## src/rtl/qmem_sram16_if.sv

```systemverilog
// QMEM request/response bundle between the control-CPU interconnect and a QMEM slave.
interface qmem_sram16_if #(
  parameter int QAW = 22,
  parameter int QDW = 32,
  parameter int QSW = 4
);
  logic           cs;
  logic           we;
  logic [QSW-1:0] sel;
  logic [QAW-1:0] adr;
  logic [QDW-1:0] dat_w;
  logic [QDW-1:0] dat_r;
  logic           ack;
  logic           err;

  modport master (output cs, we, sel, adr, dat_w, input  dat_r, ack, err);
  modport slave  (input  cs, we, sel, adr, dat_w, output dat_r, ack, err);
endinterface

```

## src/rtl/qmem_sram16.sv

```systemverilog
// QMEM slave to 16-bit async SRAM bridge: each 32-bit access becomes up to two
// big-endian halfword cycles (even halfword = bits [31:16]) with WAIT wait states.
module qmem_sram16 #(
  parameter int QAW  = 22,
  parameter int QDW  = 32,
  parameter int QSW  = 4,
  parameter int SAW  = 21,
  parameter int WAIT = 2
) (
  input  logic           clk,
  input  logic           rst,
  qmem_sram16_if.slave   qs,
  output logic [SAW-1:0] sram_adr,
  output logic [15:0]    sram_dq_o,
  output logic           sram_dq_oe,
  input  logic [15:0]    sram_dq_i,
  output logic           sram_ce_n,
  output logic           sram_oe_n,
  output logic           sram_we_n,
  output logic           sram_ub_n,
  output logic           sram_lb_n
);
  localparam logic [3:0] WAIT_C = 4'(WAIT);

  typedef enum logic [1:0] {S_IDLE, S_H0, S_H1, S_ACK} state_e;

  state_e         state_q, state_d;
  logic [3:0]     cnt_q, cnt_d;
  logic           su_q, su_d;
  logic           we_q, we_d;
  logic [QSW-1:0] sel_q, sel_d;
  logic [QAW-3:0] adr_q, adr_d;
  logic [QDW-1:0] dat_q, dat_d;
  logic [QDW-1:0] rbuf_q, rbuf_d;
  logic [QDW-1:0] dat_r_q, dat_r_d;
  logic           ack_q, ack_d, err_q, err_d;
  logic [SAW-1:0] sram_adr_q, sram_adr_d;
  logic [15:0]    dq_o_q, dq_o_d;
  logic           dq_oe_q, dq_oe_d;
  logic           ce_n_q, ce_n_d, oe_n_q, oe_n_d, we_n_q, we_n_d;
  logic           ub_n_q, ub_n_d, lb_n_q, lb_n_d;
  logic           in_ph, hi;

  always_comb begin
    state_d    = state_q;
    cnt_d      = cnt_q;
    su_d       = su_q;
    we_d       = we_q;
    sel_d      = sel_q;
    adr_d      = adr_q;
    dat_d      = dat_q;
    rbuf_d     = rbuf_q;
    dat_r_d    = dat_r_q;
    sram_adr_d = sram_adr_q;
    dq_o_d     = dq_o_q;
    case (state_q)
      S_IDLE: if (qs.cs) begin
        we_d   = qs.we;
        sel_d  = qs.sel;
        adr_d  = qs.adr[QAW-1:2];
        dat_d  = qs.dat_w;
        // Seed from dat_r so a skipped halfword keeps its previous read value.
        rbuf_d = dat_r_q;
        if (|qs.sel[3:2])      state_d = S_H0;
        else if (|qs.sel[1:0]) state_d = S_H1;
        else                   state_d = S_ACK;
      end
      S_H0, S_H1: begin
        if (su_q) su_d = 1'b0;
        else if (cnt_q != 4'd0) cnt_d = cnt_q - 4'd1;
        else begin
          if (!we_q) begin
            if (state_q == S_H0) rbuf_d[31:16] = sram_dq_i;
            else                 rbuf_d[15:0]  = sram_dq_i;
          end
          state_d = (state_q == S_H0 && |sel_q[1:0]) ? S_H1 : S_ACK;
        end
      end
      S_ACK: begin
        if (!we_q) dat_r_d = rbuf_q;
        state_d = S_IDLE;
      end
      default: state_d = S_IDLE;
    endcase

    // Writes get an extra setup cycle ahead of the WAIT strobe cycles.
    if ((state_d == S_H0 || state_d == S_H1) && state_d != state_q) begin
      cnt_d = WAIT_C;
      su_d  = we_d;
    end

    // Pad outputs are registered from next-state values so they are glitch-free.
    in_ph   = (state_d == S_H0) || (state_d == S_H1);
    hi      = (state_d == S_H0);
    ce_n_d  = !in_ph;
    oe_n_d  = !(in_ph && !we_d);
    we_n_d  = !(in_ph && we_d && !su_d && cnt_d != 4'd0);
    dq_oe_d = in_ph && we_d;
    ub_n_d  = !(in_ph && (hi ? sel_d[3] : sel_d[1]));
    lb_n_d  = !(in_ph && (hi ? sel_d[2] : sel_d[0]));
    if (in_ph) begin
      sram_adr_d = {adr_d, ~hi};
      dq_o_d     = hi ? dat_d[31:16] : dat_d[15:0];
    end
    ack_d = (state_d == S_ACK);
    err_d = (state_d == S_ACK) && (sel_d == '0);
  end

  always_ff @(posedge clk or negedge rst) begin
    if (!rst) begin
      state_q    <= S_IDLE;
      cnt_q      <= 4'd0;
      su_q       <= 1'b0;
      we_q       <= 1'b0;
      sel_q      <= '0;
      adr_q      <= '0;
      dat_q      <= '0;
      rbuf_q     <= '0;
      dat_r_q    <= '0;
      ack_q      <= 1'b0;
      err_q      <= 1'b0;
      sram_adr_q <= '0;
      dq_o_q     <= '0;
      dq_oe_q    <= 1'b0;
      ce_n_q     <= 1'b1;
      oe_n_q     <= 1'b1;
      we_n_q     <= 1'b1;
      ub_n_q     <= 1'b1;
      lb_n_q     <= 1'b1;
    end else begin
      state_q    <= state_d;
      cnt_q      <= cnt_d;
      su_q       <= su_d;
      we_q       <= we_d;
      sel_q      <= sel_d;
      adr_q      <= adr_d;
      dat_q      <= dat_d;
      rbuf_q     <= rbuf_d;
      dat_r_q    <= dat_r_d;
      ack_q      <= ack_d;
      err_q      <= err_d;
      sram_adr_q <= sram_adr_d;
      dq_o_q     <= dq_o_d;
      dq_oe_q    <= dq_oe_d;
      ce_n_q     <= ce_n_d;
      oe_n_q     <= oe_n_d;
      we_n_q     <= we_n_d;
      ub_n_q     <= ub_n_d;
      lb_n_q     <= lb_n_d;
    end
  end

  assign qs.dat_r    = dat_r_q;
  assign qs.ack      = ack_q;
  assign qs.err      = err_q;
  assign sram_adr    = sram_adr_q;
  assign sram_dq_o   = dq_o_q;
  assign sram_dq_oe  = dq_oe_q;
  assign sram_ce_n   = ce_n_q;
  assign sram_oe_n   = oe_n_q;
  assign sram_we_n   = we_n_q;
  assign sram_ub_n   = ub_n_q;
  assign sram_lb_n   = lb_n_q;
endmodule

```

## src/flat_wrapper.sv

```systemverilog
// flat-port wrapper written by rule: the top's interface ports become plain ports
module qmem_sram16_flat 
#(
  parameter int QAW  = 22,
  parameter int QDW  = 32,
  parameter int QSW  = 4,
  parameter int SAW  = 21,
  parameter int WAIT = 2
)
  (clk, rst, sram_adr, sram_dq_o, sram_dq_oe, sram_dq_i, sram_ce_n, sram_oe_n, sram_we_n, sram_ub_n, sram_lb_n, qs_cs, qs_we, qs_sel, qs_adr, qs_dat_w, qs_dat_r, qs_ack, qs_err);
  qmem_sram16_if #(.QAW(QAW), .QDW(QDW), .QSW(QSW)) qs_i ();
  input  logic clk;
  input  logic rst;
  output logic [SAW-1:0] sram_adr;
  output logic [15:0] sram_dq_o;
  output logic sram_dq_oe;
  input  logic [15:0] sram_dq_i;
  output logic sram_ce_n;
  output logic sram_oe_n;
  output logic sram_we_n;
  output logic sram_ub_n;
  output logic sram_lb_n;
  input wire logic [$bits(qs_i.cs)-1:0] qs_cs;
  input wire logic [$bits(qs_i.we)-1:0] qs_we;
  input wire logic [$bits(qs_i.sel)-1:0] qs_sel;
  input wire logic [$bits(qs_i.adr)-1:0] qs_adr;
  input wire logic [$bits(qs_i.dat_w)-1:0] qs_dat_w;
  output wire logic [$bits(qs_i.dat_r)-1:0] qs_dat_r;
  output wire logic [$bits(qs_i.ack)-1:0] qs_ack;
  output wire logic [$bits(qs_i.err)-1:0] qs_err;
  assign qs_i.cs = qs_cs;
  assign qs_i.we = qs_we;
  assign qs_i.sel = qs_sel;
  assign qs_i.adr = qs_adr;
  assign qs_i.dat_w = qs_dat_w;
  assign qs_dat_r = qs_i.dat_r;
  assign qs_ack = qs_i.ack;
  assign qs_err = qs_i.err;
  qmem_sram16 #(.QAW(QAW), .QDW(QDW), .QSW(QSW), .SAW(SAW), .WAIT(WAIT)) u_core (.clk(clk), .rst(rst), .qs(qs_i), .sram_adr(sram_adr), .sram_dq_o(sram_dq_o), .sram_dq_oe(sram_dq_oe), .sram_dq_i(sram_dq_i), .sram_ce_n(sram_ce_n), .sram_oe_n(sram_oe_n), .sram_we_n(sram_we_n), .sram_ub_n(sram_ub_n), .sram_lb_n(sram_lb_n));
endmodule
```

## config.mk

```make
export PLATFORM = sky130hd
export DESIGN_NAME = qmem_sram16_flat
export DESIGN_NICKNAME = d
export VERILOG_FILES = /design/src/rtl/qmem_sram16_if.sv /design/src/rtl/qmem_sram16.sv /design/src/flat_wrapper.sv
export SDC_FILE = /design/constraint.sdc
export NUM_CORES = 1
export LEC_CHECK = 0
export BUFFER_PORTS_ARGS = -buffer_cell sky130_fd_sc_hd__buf_4
export CAP_MARGIN = 20
export CORE_UTILIZATION = 30
export CTS_BUF_LIST = sky130_fd_sc_hd__clkbuf_4 sky130_fd_sc_hd__clkbuf_8
export DETAILED_ROUTE_END_ITERATION = 7
export GPL_ROUTABILITY_DRIVEN = 0
export PLACE_DENSITY = 0.48
export SLEW_MARGIN = 15
export SYNTH_ARGS = -nofsm -noshare
export SYNTH_HDL_FRONTEND = slang
export SYNTH_SLANG_ARGS = --single-unit
```

## constraint.sdc

```tcl
create_clock -name clk -period 5.35 [get_ports clk]
set_input_delay 1.07 -clock clk [delete_from_list [all_inputs] [get_ports clk]]
set_output_delay 1.07 -clock clk [all_outputs]
set_load 0.1 [all_outputs]
```

== Word level (Yosys, flattened, before mapping) ==
Index checks and enable logic that the tools add are counted.

* Bits in registers: 173
* Output and inout port bits: 77

* Add/subtract/negate cells: 1
* Eq/ne operators: 13
* Muxes and demuxes: 31
* Bitwise gates (word level): 2
* Reductions and logical operators: 29

{| class="wikitable"
|+ Operator list
! kind !! number
|-
| two-way mux 32 bit || 6
|-
| one-hot mux 32 bit (2 select lines) || 1
|-
| two-way mux 16 bit || 3
|-
| two-way mux 20 bit || 2
|-
| two-way mux 4 bit || 6
|-
| AND reduction 6 bit || 2
|-
| inequality test 2 bit, second input constant || 5
|-
| logical AND 1 bit || 9
|-
| equality test 2 bit, second input constant || 4
|-
| two-way mux 1 bit || 8
|-
| two-way mux 2 bit || 4
|-
| nonzero test 4 bit || 2
|-
| OR reduction 2 bit || 4
|-
| logical NOT 1 bit || 7
|-
| one-hot mux 2 bit (3 select lines) || 1
|-
| equality test 2 x 1 -> 1 bit, second input constant || 2
|-
| logical NOT 4 bit || 1
|-
| subtractor 4 x 1 -> 4 bit, second input constant || 1
|-
| logical NOT 2 bit || 1
|-
| inequality test 2 x 1 -> 1 bit, second input constant || 1
|-
| inequality test 2 bit || 1
|-
| inverter 1 bit || 2
|-
| AND reduction 2 bit || 1
|-
| nonzero test 2 bit || 1
|-
| logical OR 1 bit || 1
|}

== Logic depth before layout (Yosys ltp) ==
Gate-level depths: netlist (run 1).

* Depth in word-level cells: 14
* Gate-level depth with buffers: 12

== Least setup slack after synthesis (run 1) ==
Ideal clock, no wire load.

* Path kind: input port to flip-flop
* From: input port qs_sel[3]
* To: register u_core.sram_adr_q[10], in the netlist u_core.sram_adr[10]
* Library setup time: 126 ps
* Arrival: 2955 ps
* Slack: 2269 ps
* Stages on the path: 9
* Cell sequence: nor2_1 > o21a_1 > a21oi_1 > nand2_1 > o21ai_0 > ha_1 > clkbuf_1 > clkbuf_1 > mux2_2

* Word-level cells in the longest chain between the ends: 6
* Elaborated cells between the ends (all ways): 7
* Classes of those cells: eq/ne (2); mux (3); reduce/logical (2)

{| class="wikitable"
|+ RTL lines
! item !! RTL line !! text
|-
| start: declaration || flat_wrapper.sv:25 || <nowiki>input wire logic [$bits(qs_i.sel)-1:0] qs_sel;</nowiki>
|-
| OR reduction 2 bit (*) || qmem_sram16.sv:64 || <nowiki>if (|qs.sel[3:2]) state_d = S_H0;</nowiki>
|-
| two-way mux 2 bit (*) || qmem_sram16.sv:64 ||
|-
| two-way mux 2 bit (*) || qmem_sram16.sv:57 || <nowiki>S_IDLE: if (qs.cs) begin</nowiki>
|-
| one-hot mux 2 bit (3 select lines) (*) || qmem_sram16.sv:56 || <nowiki>case (state_q)</nowiki>
|-
| named net u_core.state_d[0] || qmem_sram16.sv:27 || <nowiki>state_e state_q, state_d;</nowiki>
|-
| equality test 2 x 1 -> 1 bit or equality test 2 bit (tied branches) || qmem_sram16.sv:93 || <nowiki>in_ph = (state_d == S_H0) || (state_d == S_H1);</nowiki>
|-
| logical OR 1 bit (*) || qmem_sram16.sv:93 ||
|-
| end signal: assignment || qmem_sram16.sv:142 || <nowiki>sram_adr_q <= sram_adr_d;</nowiki>
|-
| end: declaration || qmem_sram16.sv:37 || <nowiki>logic [SAW-1:0] sram_adr_q, sram_adr_d;</nowiki>
|}

The timed path passes the listed nets; every way through them passes the cells marked *.
A chain may end at the register's enable or synchronous reset.

== Final worst setup path (run 1) ==
* From: register u_core.state_q[0]
* To: register u_core.sram_adr_q[19], in the netlist u_core.sram_adr[19]

* Word-level cells in the longest chain between the ends: 8
* Elaborated cells between the ends (all ways): 15
* Classes of those cells: eq/ne (5); mux (6); reduce/logical (4)

{| class="wikitable"
|+ RTL lines
! item !! RTL line !! text
|-
| start: declaration || qmem_sram16.sv:27 ||
|-
| start signal: assignment || qmem_sram16.sv:131 || <nowiki>state_q <= state_d;</nowiki>
|-
| equality test 2 x 1 -> 1 bit || qmem_sram16.sv:56, qmem_sram16.sv:76 ||
|-
| logical AND 1 bit || qmem_sram16.sv:76 || <nowiki>state_d = (state_q == S_H0 && |sel_q[1:0]) ? S_H1 : S_ACK;</nowiki>
|-
| two-way mux 1 bit || qmem_sram16.sv:76 ||
|-
| two-way mux 2 bit || qmem_sram16.sv:70 || <nowiki>else if (cnt_q != 4'd0) cnt_d = cnt_q - 4'd1;</nowiki>
|-
| two-way mux 2 bit || qmem_sram16.sv:69 || <nowiki>if (su_q) su_d = 1'b0;</nowiki>
|-
| one-hot mux 2 bit (3 select lines) (*) || qmem_sram16.sv:56 ||
|-
| named net u_core.state_d[0] || qmem_sram16.sv:27 ||
|-
| equality test 2 x 1 -> 1 bit or equality test 2 bit (tied branches) || qmem_sram16.sv:93 ||
|-
| logical OR 1 bit (*) || qmem_sram16.sv:93 ||
|}

Marked as above.

==> flow_summary.yaml, run 1 <==
sta:
  period_needed_ns: 3.56
  rsz0062_at_grt: "false"
  slew_violations: 0
  fmax_mhz: 281
  hold_violations: 0
  finalSetupViolations: 0
  tightest_slew_ns: 1.03
  relSlewSlack_pct: 31.4
  finalSetupTns_ns: 0
  finalCritPeriodShare_pct: 66.5
  timing.clock.skew_ns: 0.0195
grt:
  grt_max_degree: 174
  groute.usage.overall_pct: 14.2
  grt_overflow: 0
  grt_first_pass_wirelength_um: 27500
  grt_pass1_vias: 5312
  antenna_found_initial: 0
flow_run:
  maxCapViolCount: 0
logic_synthesis:
  synth-seq-cells: 173
  yosysTopAreaCellShare_pct: 57.3
  syn_inst: 643
  synthDistinctLibCells: 39
  synth.avg_cell_area_um2: 11.4
  synth_top_cells_by_count: "nand2_1, dfrtp_1, mux2_2"
  ys_warn_count: 0
  yosysTopAreaCell: "dfrtp_1"
  yosysMostFrequentCell: "nand2_1"
  async_flop_share_pct: 100
  synth-edff-count: 0
  syn_area_um2: 7330
  syn-num-nets: 728
  yosysSeqAreaShare_pct: 59.1
  synthFlopType: "dfrtp_1"
  synth_area_leaders: "dfrtp_1, mux2_2, nand2_1, mux2i_1, dfstp_2"
layout:
  nFillCells: 2334
  nets: 871
  postLayoutCellArea_um2: 9170
  antenna_cells: 0
  final_layout_size_suffix_gt1_share_pct: 37.7
  syn_to_final_growth_pct: 25.0
floorplanning:
  die_y_um: 158
  core_area_um2: 23800
  die_area_um2: 25100
  initial_core_util_pct: 30.9
  ios: 155
  num_rows: 56
  die_w_um: 158
route:
  drc_errors: 0
  drt_iter0_drc: 188
  wire_per_inst_um: 15.0
  vias: 4997
  ant_nets: 0
  wl_um: 16800
  first_pass_iters: 4
  routed_via_density: 4.47
min_path:
  min_path_type: "flip-flop to flip-flop"
cts:
  cts_resized: 0
  clockBufferDepth: 2
  root_buffer: "clkbuf_8"
  cts_tree: "yes"
  insertion_delay_ns: 0.45
  cts_made_buffers: 17
  clock_sinks: 173
  cts.clk_slew.worst_paths_ns: 0.09
  h-tree-depth: 4
  cts_hold_buffers: 0
  post-cts-setup-buffers: 0
critical_path:
  critPathKind: "flip-flop to flip-flop"
  cp-end-kind: "flip-flop"
  worstSetupStartpointType: "flip-flop"
  crit_required_ns: 5.69
  path_max_fanout: 39
  cp.arrival_ns: 3.89
placement:
  port_buffers: 152
  place_area_um2: 8780
  hpwlAfterDp_um: 11000
run_status:
  outcome: "complete, no violations"
-- kinds of logic (layout without fill, tap and decap cells) --
logic type / count (synthesis) / after routing / share of synthesized area, %
XOR/XNOR: 1 / 1 / 0.119
adder cells (fa/ha/maj): 7 / 7 / 1.19
buffers and inverters: 41 / 197 / 2.78
AO/OA/AOI/OAI: 59 / 59 / 5.61
multiplexers: 119 / 119 / 17.6
flip-flops: 173 / 173 / 59.1
AND/OR/NAND/NOR: 243 / 243 / 13.5
-- registers in the layout, indices dropped and copies added, names as in the netlist --
| signal | cells |
|---|---|
| u_core.sram_adr | 21 |
| u_core.cnt_q | 4 |
| u_core.qs.dat_r | 32 |
| u_core.qs.err | 1 |
| u_core.sel_q | 4 |
| u_core.adr_q | 20 |
| u_core.we_q | 1 |
| u_core.sram_dq_o | 16 |
| u_core.sram_lb_n | 1 |
| u_core.sram_dq_oe | 1 |
| u_core.dat_q | 32 |
| u_core.qs.ack | 1 |
| u_core.sram_ce_n | 1 |
| u_core.su_q | 1 |
| u_core.state_q | 2 |
| u_core.sram_we_n | 1 |
| u_core.sram_ub_n | 1 |
| u_core.sram_oe_n | 1 |
| u_core.rbuf_q | 32 |
-- area by class of cell --
cell class	instances	area [um2]	area share [%]
Clock buffer	19	255	2.78
Clock inverter	13	131	1.43
Inverter	6	22.5	0.246
Multi-Input combinational cell	429	2800	30.6
Sequential cell	173	4340	47.3
Tap cell	319	399	4.35
Timing Repair Buffer	159	1220	13.3
-- worst max-delay path: stages (launching register included) --
cell and delay, ns:
dfrtp_1 0.45, inv_1 0.13, ha_2 0.37, buf_4 0.56, nand2b_1 0.10, o21ai_0 0.33
ha_2 0.70, buf_4 0.42, mux2_2 0.38
-- metal layers --
metal	up-vias	part of all wire, %	GRT usage (%)
met5	-	0	0
li1	2426	-	-
met1	2437	44	17.3
met4	0	1.2	4.49
met3	16	6.5	4.35
met2	118	49	23.7
-- stage by stage --
stage               util [%]  hold WS (ns)  instances  setup WS [ns]
finish                  38.6         0.473       1118           1.79
global route            38.6         0.489       1118           1.48
CTS                     38.6         0.479       1118           1.71
detailed placement      37.0         0.454       1086           1.62
global placement        36.9         0.451       1085           1.64
floorplan                  -         0.436        643           2.27
-- layout by cell type (no fill, tap or decap), drive strengths merged --
master | synthesis | routed
ha | 7 | 7
nand2b | 6 | 6
a211oi | 1 | 1
nand3 | 1 | 1
a221o | 1 | 1
inv | 6 | 11
nor2b | 3 | 3
nor4b | 1 | 1
nor4 | 1 | 1
mux2 | 82 | 82
nor3b | 1 | 1
o21a | 3 | 3
mux2i | 37 | 37
bufinv | 0 | 1
clkinv | 0 | 3
nand3b | 1 | 1
a21oi | 22 | 22
a311o | 3 | 3
nand4b | 1 | 1
nor3 | 2 | 2
o22a | 1 | 1
and2 | 2 | 2
xnor2 | 1 | 1
or3b | 1 | 1
clkbuf | 11 | 19
a211o | 1 | 1
and3 | 1 | 1
nor2 | 29 | 29
o311ai | 1 | 1
clkinvlp | 0 | 4
nand2 | 193 | 193
dfstp | 5 | 5
dfrtp | 168 | 168
o211ai | 1 | 1
o21ai | 25 | 25
buf | 24 | 159
-- final timing paths --
check / slack [ns] / start / cells past startpoint / to
worst min register to register: 0.47 / u_core.adr_q[18] / 2 / u_core.adr_q[18]
min in group asynchronous: 0.77 / rst / 2 / u_core.qs.dat_r[1]
worst max register to register: 1.79 / u_core.state_q[0] / 8 / u_core.sram_adr[19]
worst min-delay path: 0.47 / u_core.adr_q[18] / 2 / u_core.adr_q[18]
max in group asynchronous: 3.88 / rst / 2 / u_core.adr_q[0]
worst max-delay path: 1.79 / u_core.state_q[0] / 8 / u_core.sram_adr[19]
Power of run 1 is not shown: default switching activity piles up to over one toggle a cycle in this logic, so the estimate is an artifact.
==> inputs of run 2 (changes only) <==
PLACE_DENSITY = 0.5   (was 0.48)
clock period = 3 ns   (was 5.35 ns; I/O delays follow)
==> run 2 against run 1 <==
  * First-iteration DRC count decreased by 0.53%
  * Via count about the same
  * Clock skew decreased by 0.0066 ns
  * Routed wire length decreased by 0.55%
  * Final cell count increased by 0.98%
  * Count of clock-buffer cells in the layout decreased by 1
  * Global-route usage about the same
  * Critical path depth increased by 2
  * Non-clock buffer count increased by 12
  * Sequential cell count unchanged
  * Critical endpoint is now u_core.sram_we_n
  * Largest cell class unchanged
  * Highest routed layer unchanged
==> flow_summary.yaml, run 2 (same netlist as run 1, synthesis figures left out) <==
sta:
  tightest_slew_ns: 0.649
  finalSetupTns_ns: 0
  timing.clock.skew_ns: 0.0130
  finalSetupViolations: 0
  hold_violations: 0
  slew_violations: 0
  rsz0062_at_grt: "false"
  finalCritPeriodShare_pct: 87.8
  fmax_mhz: 380
  period_needed_ns: 2.63
  relSlewSlack_pct: 56.8
grt:
  grt_max_degree: 63
  grt_overflow: 0
  grt_first_pass_wirelength_um: 27300
  antenna_found_initial: 0
  groute.usage.overall_pct: 14.1
  grt_pass1_vias: 5080
floorplanning:
  die_w_um: 158
  die_area_um2: 25100
  core_area_um2: 23800
  initial_core_util_pct: 30.9
  die_y_um: 158
  ios: 155
  num_rows: 56
route:
  routed_via_density: 4.43
  wl_um: 16700
  vias: 5000
  first_pass_iters: 4
  drc_errors: 0
  wire_per_inst_um: 14.8
  drt_iter0_drc: 187
  ant_nets: 0
critical_path:
  path_max_fanout: 15
  cp.arrival_ns: 3.01
  crit_required_ns: 3.38
  slowest_stage: "dfrtp_1"
  crit_path_max_incr_delay_ns: 0.43
  path_cells: "inv_1, ha_1, nor4b_4, a21oi_1, o21ai_0, ha_2, buf_4, nor2_1, nand2_1, a311o_1"
  cp-end-kind: "flip-flop"
  critPathKind: "flip-flop to flip-flop"
  worstSetupStartpointType: "flip-flop"
cts:
  cts_made_buffers: 17
  clockBufferDepth: 2
  cts_resized: 0
  post-cts-setup-buffers: 0
  cts_hold_buffers: 0
  root_buffer: "clkbuf_8"
  cts.clk_slew.worst_paths_ns: 0.10
  h-tree-depth: 4
  cts_tree: "yes"
  insertion_delay_ns: 0.45
  clock_sinks: 173
flow_run:
  maxCapViolCount: 0
layout:
  mostFrequentLayoutCells: "nand2_1, dfrtp_1, buf_4"
  layout_commonest_cell: "nand2_1"
  syn_to_final_growth_pct: 27.2
  nets: 883
  antenna_cells: 0
  final_layout_size_suffix_gt1_share_pct: 38.5
placement:
  hpwlAfterDp_um: 11000
  port_buffers: 152
min_path:
  min_path_type: "primary input to asynchronous set/reset pin"
run_status:
  outcome: "complete, no violations"
-- run 2: routing by layer --
layer,track usage (%),wire length [um]
met1,18.7,8010
met2,21.0,7230
met3,5.66,1270
met4,4.26,151
met5,0,0
-- run 2: final timing paths --
kind / startpoint / slack, ns / end / cells after the start
worst max register to register: u_core.cnt_q[0] / 0.37 / u_core.sram_we_n / 10
worst min-delay path: rst / 0.12 / u_core.qs.dat_r[2] / 1
worst max-delay path: u_core.cnt_q[0] / 0.37 / u_core.sram_we_n / 10
min in group clk: qs_adr[13] / 0.35 / u_core.adr_q[11] / 3
worst min register to register: u_core.dat_q[19] / 0.47 / u_core.dat_q[19] / 2
max in group asynchronous: rst / 2.07 / u_core.sram_we_n / 2
-- run 2: critical path, delay by kind of cell, from the launching register on --
kind | cells | cell delay [ns]
buffers and inverters | 2 | 0.34
flip-flops | 1 | 0.43
adder cells (fa/ha/maj) | 2 | 0.54
AO/OA/AOI/OAI | 3 | 0.70
AND/OR/NAND/NOR | 3 | 0.54
-- run 2: layout make-up --
class                           count  area (um2)
Inverter                            6        22.5
Fill cell                        2368       14400
Clock inverter                     13         181
Sequential cell                   173        4340
Timing Repair Buffer              171        1340
Clock buffer                       18         248
Multi-Input combinational cell    429        2800
Tap cell                          319         399
-- run 2: per-stage QoR --
step | area, um2 | std cells | setup slack (ns) | hold WS, ns | utilization, %
after floorplan | 7330 | 643 | 0.217 | 0.304 | -
after global placement | 8900 | 1098 | 0.340 | 0.451 | 37.5
after detailed placement | 8900 | 1098 | 0.339 | 0.454 | 37.5
after CTS | 9330 | 1129 | 0.330 | 0.114 | 39.3
after global routing | 9330 | 1129 | 0.174 | 0.118 | 39.3
final | 9330 | 1129 | 0.367 | 0.123 | 39.3
Power of run 2 is left out for the same reason.
==> inputs of run 3 (changes only) <==
CELL_PAD_IN_SITES_DETAIL_PLACEMENT = 1   (was not set)
CELL_PAD_IN_SITES_GLOBAL_PLACEMENT = 2   (was not set)
PLACE_DENSITY = 0.71   (was 0.5)
==> run 3 against run 2 <==
  * Sequential share of layout area rose by 0.42 points
  * Non-clock buffer count shrank 3
  * Clock skew up 0.0036 ns
  * Design area down 0.90%
  * Utilization decreased by 0.35 points
  * Die area unchanged
  * Sequential cell count unchanged
  * Largest cell class unchanged
  * Highest routed layer unchanged
==> flow_summary.yaml, run 3 (same netlist as run 1, synthesis figures left out) <==
grt:
  grt_first_pass_wirelength_um: 30000
  grt_overflow: 0
  groute.usage.overall_pct: 15.7
  antenna_found_initial: 0
  grt_pass1_vias: 5681
  grt_max_degree: 65
sta:
  relSlewSlack_pct: 56.4
  fmax_mhz: 357
  finalSetupTns_ns: 0
  rsz0062_at_grt: "false"
  finalCritPeriodShare_pct: 93.3
  fin_ws_ns: 0.200
  hold_slack_ns: 0.116
  timing.clock.skew_ns: 0.0165
  period_needed_ns: 2.80
  finalSetupViolations: 0
  slew_violations: 0
  hold_violations: 0
  tightest_slew_ns: 0.654
min_path:
  min_path_type: "primary input to asynchronous set/reset pin"
route:
  wl_met2_um: 9630
  top_layer_used: "met4"
  drc_errors: 0
  wire_per_inst_um: 16.5
  vias: 5143
  drt_iter0_drc: 174
  routed_via_density: 4.56
  first_pass_iters: 4
  wl_um: 18600
  wl_met1_um: 8050
  ant_nets: 0
  wl_met3_um: 688
floorplanning:
  die_area_um2: 25100
  ios: 155
  core_area_um2: 23800
  initial_core_util_pct: 30.9
  num_rows: 56
  die_y_um: 158
  die_w_um: 158
critical_path:
  slowest_stage: "dfrtp_1"
  worstSetupStartpointType: "flip-flop"
  path_max_fanout: 7
  path_cells: "inv_1, ha_1, nor4b_4, a21oi_1, o21ai_1, ha_2, a221o_1, o311ai_2, buf_4, mux2i_1"
  critPathKind: "flip-flop to flip-flop"
  crit_start: "u_core.cnt_q[0]"
  cp-end-kind: "flip-flop"
  ff2ff_setup_slack_ns: 0.20
  cp-endpoint: "u_core.su_q"
  r2r-start: "u_core.cnt_q[0]"
  rr_worst_depth: 10
  crit_path_max_incr_delay_ns: 0.43
  cp.arrival_ns: 3.19
  r2r_end: "u_core.su_q"
  crit_required_ns: 3.39
cts:
  post-cts-setup-buffers: 0
  h-tree-depth: 4
  cts_made_buffers: 17
  cts_tree: "yes"
  root_buffer: "clkbuf_8"
  clockBufferDepth: 2
  insertion_delay_ns: 0.46
  clock_sinks: 173
  cts_hold_buffers: 0
  cts.clk_slew.worst_paths_ns: 0.11
layout:
  antenna_cells: 0
  instances_no_fill: 1127
  layout_commonest_cell: "nand2_1"
  mostFrequentLayoutCells: "nand2_1, dfrtp_1, buf_4"
  nFillCells: 2592
  final_layout_size_suffix_gt1_share_pct: 38.4
  syn_to_final_growth_pct: 26.0
  nets: 880
flow_run:
  maxCapViolCount: 0
placement:
  placed_cells: 1095
  hpwlAfterDp_um: 12800
  port_buffers: 152
  place_ws_ns: 0.126
run_status:
  outcome: "complete, no violations"
[run 3: changes by cell type in the layout (fill, tap and decap cells not counted), sizes merged]
cell      delta
buf          -3
bufinv       -3
clkinvlp     +1
clkbuf       -1
inv          +4
[run 3: timing repair]
item                                    CTS  global route
endpoints found under the hold margin     0             0
endpoints found under the setup margin    0            12
resized for setup                         0             1
[run 3: how the worst min path moves through the flow]
stage	start	end	slack, ns
after floorplan	rst	u_core.adr_q[0]	0.30
after global placement	u_core.adr_q[7]	u_core.adr_q[7]	0.45
after detailed placement	u_core.adr_q[4]	u_core.adr_q[4]	0.46
after CTS	rst	u_core.dat_q[5]	0.11
after global routing	rst	u_core.dat_q[21]	0.13
final	rst	u_core.dat_q[5]	0.12
[run 3: metal layers]
metal / track usage [%] / up-vias
li1: - / 2434
met1: 19.3 / 2603
met2: 27.3 / 89
met3: 3.48 / 17
met4: 4.95 / 0
met5: 0 / -
[run 3: stage by stage]
stage / util, % / area [um2]
after CTS: 38.9 / 9240
final: 38.9 / 9240
after global placement: 37.4 / 8880
after floorplan: - / 7330
after global routing: 38.9 / 9240
after detailed placement: 37.4 / 8880
[run 3: worst max-delay path: cells and delay by family (launching register included)]
family                   cells  cell delay [ns]
AND/OR/NAND/NOR              1             0.37
AO/OA/AOI/OAI                4             0.77
multiplexers                 1             0.18
buffers and inverters        2             0.32
flip-flops                   1             0.43
adder cells (fa/ha/maj)      2             0.67
[run 3: layout make-up]
| type | instances | area, um2 | area share, % |
|---|---|---|---|
| sequential | 173 | 4340 | 46.9 |
| multi-input combinational | 429 | 2810 | 30.4 |
| timing repair buffer | 168 | 1320 | 14.2 |
| tap | 319 | 399 | 4.32 |
| clock buffer | 17 | 234 | 2.53 |
| clock inverter | 15 | 129 | 1.39 |
| inverter | 6 | 22.5 | 0.244 |
Power of run 3 is left out for the same reason.
